**src/rtl/aes_gf_pkg.sv**
```systemverilog
// Shared constants and FSM state type for the AES GF(2^8) inverse/divide unit.
// Define GF_DIVIDE_EN to add the MULN state (result = in_num * in_data^-1).
package aes_gf_pkg;

  localparam logic [7:0] AES_POLY     = 8'h1B;
  localparam logic [2:0] GF_INV_STEPS = 3'd7;

`ifdef GF_DIVIDE_EN
  typedef enum logic [1:0] {
    ST_IDLE = 2'd0,
    ST_RUN  = 2'd1,
    ST_DONE = 2'd2,
    ST_MULN = 2'd3
  } gf_inv_state_t;
`else
  typedef enum logic [1:0] {
    ST_IDLE = 2'd0,
    ST_RUN  = 2'd1,
    ST_DONE = 2'd2
  } gf_inv_state_t;
`endif

endpackage

```
**src/rtl/gf_mul_comb.sv**
```systemverilog
// Combinational GF(2^8) multiplier, AES polynomial x^8+x^4+x^3+x+1.
// Ports: a_i, b_i operands; p_o = a_i * b_i mod 0x11B.
module gf_mul_comb
  import aes_gf_pkg::*;
(
  input  logic [7:0] a_i,
  input  logic [7:0] b_i,
  output logic [7:0] p_o
);

  logic [7:0] p;
  logic [7:0] t;

  // Shift-and-add: t walks a_i * x^i, reduced each step.
  always_comb begin
    p = 8'h00;
    t = a_i;
    for (int i = 0; i < 8; i++) begin
      if (b_i[i]) p = p ^ t;
      t = {t[6:0], 1'b0} ^ (t[7] ? AES_POLY : 8'h00);
    end
  end

  assign p_o = p;

endmodule

```
**src/rtl/gf_inverse.sv**
```systemverilog
// Sequential GF(2^8) inverse (a^254) by square-and-multiply, valid/ready I/O.
// Ports: clk, rst_n, in_valid/in_ready/in_data/in_num, out_valid/out_ready/out_data, busy.
// Macro GF_DIVIDE_EN: capture in_num and output in_num * in_data^-1.
module gf_inverse
  import aes_gf_pkg::*;
(
  input  logic       clk,
  input  logic       rst_n,
  input  logic       in_valid,
  output logic       in_ready,
  input  logic [7:0] in_data,
  input  logic [7:0] in_num,
  output logic       out_valid,
  input  logic       out_ready,
  output logic [7:0] out_data,
  output logic       busy
);

  gf_inv_state_t state_q;
  logic [7:0]    sq_q;
  logic [7:0]    acc_q;
  logic [2:0]    step_q;
  logic [7:0]    out_data_q;
  logic          out_valid_q;

  logic [7:0]    sq2;
  logic [7:0]    mul_a;
  logic [7:0]    mul_b;
  logic [7:0]    prod;

`ifdef GF_DIVIDE_EN
  logic [7:0]    num_q;

  // MULN borrows the acc-path multiplier for num * acc.
  always_comb begin
    mul_a = acc_q;
    mul_b = sq2;
    if (state_q == ST_MULN) begin
      mul_a = num_q;
      mul_b = acc_q;
    end
  end
`else
  logic unused_num;
  assign unused_num = ^in_num;
  assign mul_a      = acc_q;
  assign mul_b      = sq2;
`endif

  gf_mul_comb u_mul_sq (
    .a_i (sq_q),
    .b_i (sq_q),
    .p_o (sq2)
  );

  gf_mul_comb u_mul_acc (
    .a_i (mul_a),
    .b_i (mul_b),
    .p_o (prod)
  );

  always_ff @(posedge clk or negedge rst_n) begin
    if (!rst_n) begin
      state_q     <= ST_IDLE;
      sq_q        <= 8'h00;
      acc_q       <= 8'h00;
      step_q      <= 3'd0;
      out_data_q  <= 8'h00;
      out_valid_q <= 1'b0;
`ifdef GF_DIVIDE_EN
      num_q       <= 8'h00;
`endif
    end else begin
      unique case (state_q)
        ST_IDLE: begin
          if (in_valid) begin
            sq_q    <= in_data;
            acc_q   <= 8'h01;
            step_q  <= 3'd1;
            state_q <= ST_RUN;
`ifdef GF_DIVIDE_EN
            num_q   <= in_num;
`endif
          end
        end
        ST_RUN: begin
          // acc collects a^2, a^4, ..., a^128 -> a^254 after 7 steps.
          sq_q   <= sq2;
          acc_q  <= prod;
          step_q <= step_q + 3'd1;
          if (step_q == GF_INV_STEPS) begin
`ifdef GF_DIVIDE_EN
            state_q     <= ST_MULN;
`else
            out_data_q  <= prod;
            out_valid_q <= 1'b1;
            state_q     <= ST_DONE;
`endif
          end
        end
`ifdef GF_DIVIDE_EN
        ST_MULN: begin
          out_data_q  <= prod;
          out_valid_q <= 1'b1;
          state_q     <= ST_DONE;
        end
`endif
        ST_DONE: begin
          if (out_ready) begin
            out_valid_q <= 1'b0;
            state_q     <= ST_IDLE;
          end
        end
        default: state_q <= ST_IDLE;
      endcase
    end
  end

  assign in_ready  = (state_q == ST_IDLE);
  assign busy      = (state_q != ST_IDLE);
  assign out_valid = out_valid_q;
  assign out_data  = out_data_q;

endmodule
```
**config.mk**
```make
export PLATFORM = sky130hd
export DESIGN_NAME = gf_inverse
export DESIGN_NICKNAME = d
export VERILOG_FILES = /design/src/rtl/aes_gf_pkg.sv /design/src/rtl/gf_mul_comb.sv /design/src/rtl/gf_inverse.sv
export SDC_FILE = /design/constraint.sdc
export NUM_CORES = 1
export LEC_CHECK = 0
export ABC_CLOCK_PERIOD_IN_PS = 9900
export CAP_MARGIN = 20
export CORE_AREA = 2 2 70 105
export CTS_CLUSTER_SIZE = 10
export DETAILED_ROUTE_END_ITERATION = 10
export DIE_AREA = 0 0 72 107
export DONT_BUFFER_PORTS = 1
export PLACE_DENSITY = 0.74
export SYNTH_ARGS = -nofsm -noshare
export SYNTH_HDL_FRONTEND = slang
export SYNTH_HIERARCHICAL = 1
export SYNTH_SLANG_ARGS = --single-unit
```
**constraint.sdc**
```tcl
create_clock -name clk -period 9.9 [get_ports clk]
set_clock_uncertainty 0.2 [all_clocks]
set_input_delay 1.98 -clock clk [delete_from_list [all_inputs] [get_ports clk]]
set_output_delay 1.98 -clock clk [all_outputs]
set_load 0.02 [all_outputs]
```
==> out/results.txt <==
outcome = finished clean
async set-reset flop share out of synthesis = 1.000
Hold Crit Class = register to register
most frequent cells in the layout = nand2_1 (94), xnor2_1 (92), dfrtp_1 (30)
most area-consuming cells after synthesis = xnor2_1 (20%), dfrtp_1 (19%), nand2_1 (8.9%)
clk slew on worst S/H paths = 0.06 ns
final slew viol count = 0
final setup fails = 0
initial DRC count = 158
RD Place Congestion = 0.8416
vias per cell = 5.940
Mapped Nets = 473
period utilization = 0.4626
vias = 2976
RSZ-0062 raised after global routing = no
Distinct cells, synth = 47
first-pass GRT wire length = 14.23 mm
DP Wirelength = 5.899 mm
CP Data Required Time = 9.87 ns
core footprint = 0.006805 mm2
Layout area overhead = 0.6930%
largest net degree at the start of global routing = 31
GRT Util Overall = 0.2339
Die ar. = 0.007704 mm2
Critical Path Sink Type = register
global route overflow = 0
# hold bufs at CTS = 0
Post-Syn Area = 0.003973 mm2
Ys Warns = 6
Crit path top cell by count = xnor2_1
diodes inserted = 0
clock sink total = 30
commonest non-fill, non-tap cell in the layout = nand2_1
minimum clock period = 4.580 ns
CP startpoint kind = register
TritonCTS clock tree = yes
initial core utilization = 0.5837
worst skew pair latency = 0.28 ns
Synth top area share = 0.2028
CP max stage cell = dfrtp_1
postcts setup bufs = 0
Root Buffer = clkbuf_8
leading area contributor after synthesis = xnor2_1
vias in the first global route = 3031
maximum root-to-sink buffer count = 2
Crit Path Class = register to register
CP Max Fanout = 22
average size of a mapped cell = 8.808 um2
Slew headroom = 0.2635
Final Hold Viols = 0
Yosys reg bits = 30
Die Width = 72 um
layout cells sized above 1 = 0.1111
worst slew pin tran = 1.097 ns
WL final = 8.567 mm
Post-synth EDFFs = 0
post-route ant nets = 0
num rows = 37
H-tree depth = 2
Primary FF master, synth = dfrtp_1
sequential share of the synthesized area = 0.1890
PostCTS Resize Cnt = 0
worst path cell trace = xor3_2 > mux2i_1 > xnor2_1 > a22oi_1 > xnor2_1 > nand2_1 > xnor2_1 > xnor2_1 > xnor2_1 > xnor2_1 > xnor2_1 > mux2_2
Pre-antenna DRT Iters = 4
I/O pins = 31
Residual DRC = 0
Data arrival, critical path = 4.55 ns
Highest Clock Rate = 218.4 MHz
WL per Instance = 17.10 um
setup_tns = 0 ns
max_cap viols = 0
# port buffers = 0
Worst R2R Setup Slack = 5.32 ns
Num CTS Buffers = 5
Post-Syn Instances = 451
initial antenna violation count = 0
Die Span Y = 107 um
crit-path max cell delay = 0.95 ns
Layout Nets = 444
## cells in the mapped netlist, drive strengths merged, types with 2 or more instances
master and n:
a211oi 9, a21oi 6, a22o 9, a22oi 8, buf 20, clkbuf 19, dfrtp 30, ha 2
inv 21, mux2 9, mux2i 10, nand2 94, nand2b 6, nand3 5, nor2 12, nor2b 3
nor3b 8, nor4b 7, o21ai 3, o221a 6, o221ai 4, o22ai 4, or2 2, xnor2 97
xnor3 10, xor2 34, xor3 4
## flip-flops by register name, summed over array words and instances, names as in the netlist
register and count:
sq_q 8, out_valid 1, step_q 3, out_data 8, state_q 2, acc_q 8
## layout make-up
type / count / area (um2)
multi-input combinational: 361 / 2908
sequential: 30 / 750.7
tap: 78 / 97.59
clock buffer: 6 / 82.58
inverter: 21 / 78.83
clock inverter: 2 / 60.06
fill: 609 / 2805
timing repair buffer: 3 / 22.52
## metrics by stage
stage          hold WS, ns  worst slack (ns)  utilization  instance area [um2]  cells
3_5_place_dp        0.2840             5.382       0.5668                 3857    493
2_1_floorplan       0.2573             6.304            -                 3973    451
4_1_cts             0.2929             5.311       0.5878                 4000    501
3_3_place_gp        0.2658             5.421       0.5668                 3857    493
6_report            0.2885             5.320       0.5878                 4000    501
5_1_grt             0.3061             5.013       0.5878                 4000    501
## cells by family after synthesis
logic type	count (synthesis)	share of synthesized area
compound gates	55	0.1105
xor+xnor	145	0.4016
flops	30	0.1890
buf+inv	60	0.07905
mux	19	0.05071
fa+ha+maj	2	0.006298
simple gates	140	0.1628
## path summary, 6_finish.rpt
kind / startpoint / end / cells after the start
setup / recovery: sq_q[7] / out_data[5] / 12
hold / removal: step_q[0] / step_q[0] / 1
setup reg to reg: sq_q[7] / out_data[5] / 12
hold reg to reg: step_q[0] / step_q[0] / 1
max in group asynchronous: rst_n / acc_q[3] / 0
min in group asynchronous: rst_n / sq_q[1] / 0
## worst max-delay path, delay by kind of cell, from the launching register on
family / cells / cell delay (ns)
flip-flops: 1 / 0.95
XOR/XNOR: 8 / 2.57
AND/OR/NAND/NOR: 1 / 0.15
AO/OA/AOI/OAI: 1 / 0.10
multiplexers: 2 / 0.47
## per-layer routing
layer / global-route usage / part of all wire / wire [um] / vias to the layer above
li1: - / - / - / 1423
met1: 0.2636 / 0.40 / 3432 / 1479
met2: 0.4299 / 0.55 / 4726 / 58
met3: 0.04511 / 0.027 / 235 / 16
met4: 0.08086 / 0.020 / 172 / 0
met5: 0 / 0 / 0 / -
Power is left out: the tool's default activity adds up to more than one toggle a clock period on the data nets, which glitch-free logic cannot reach.
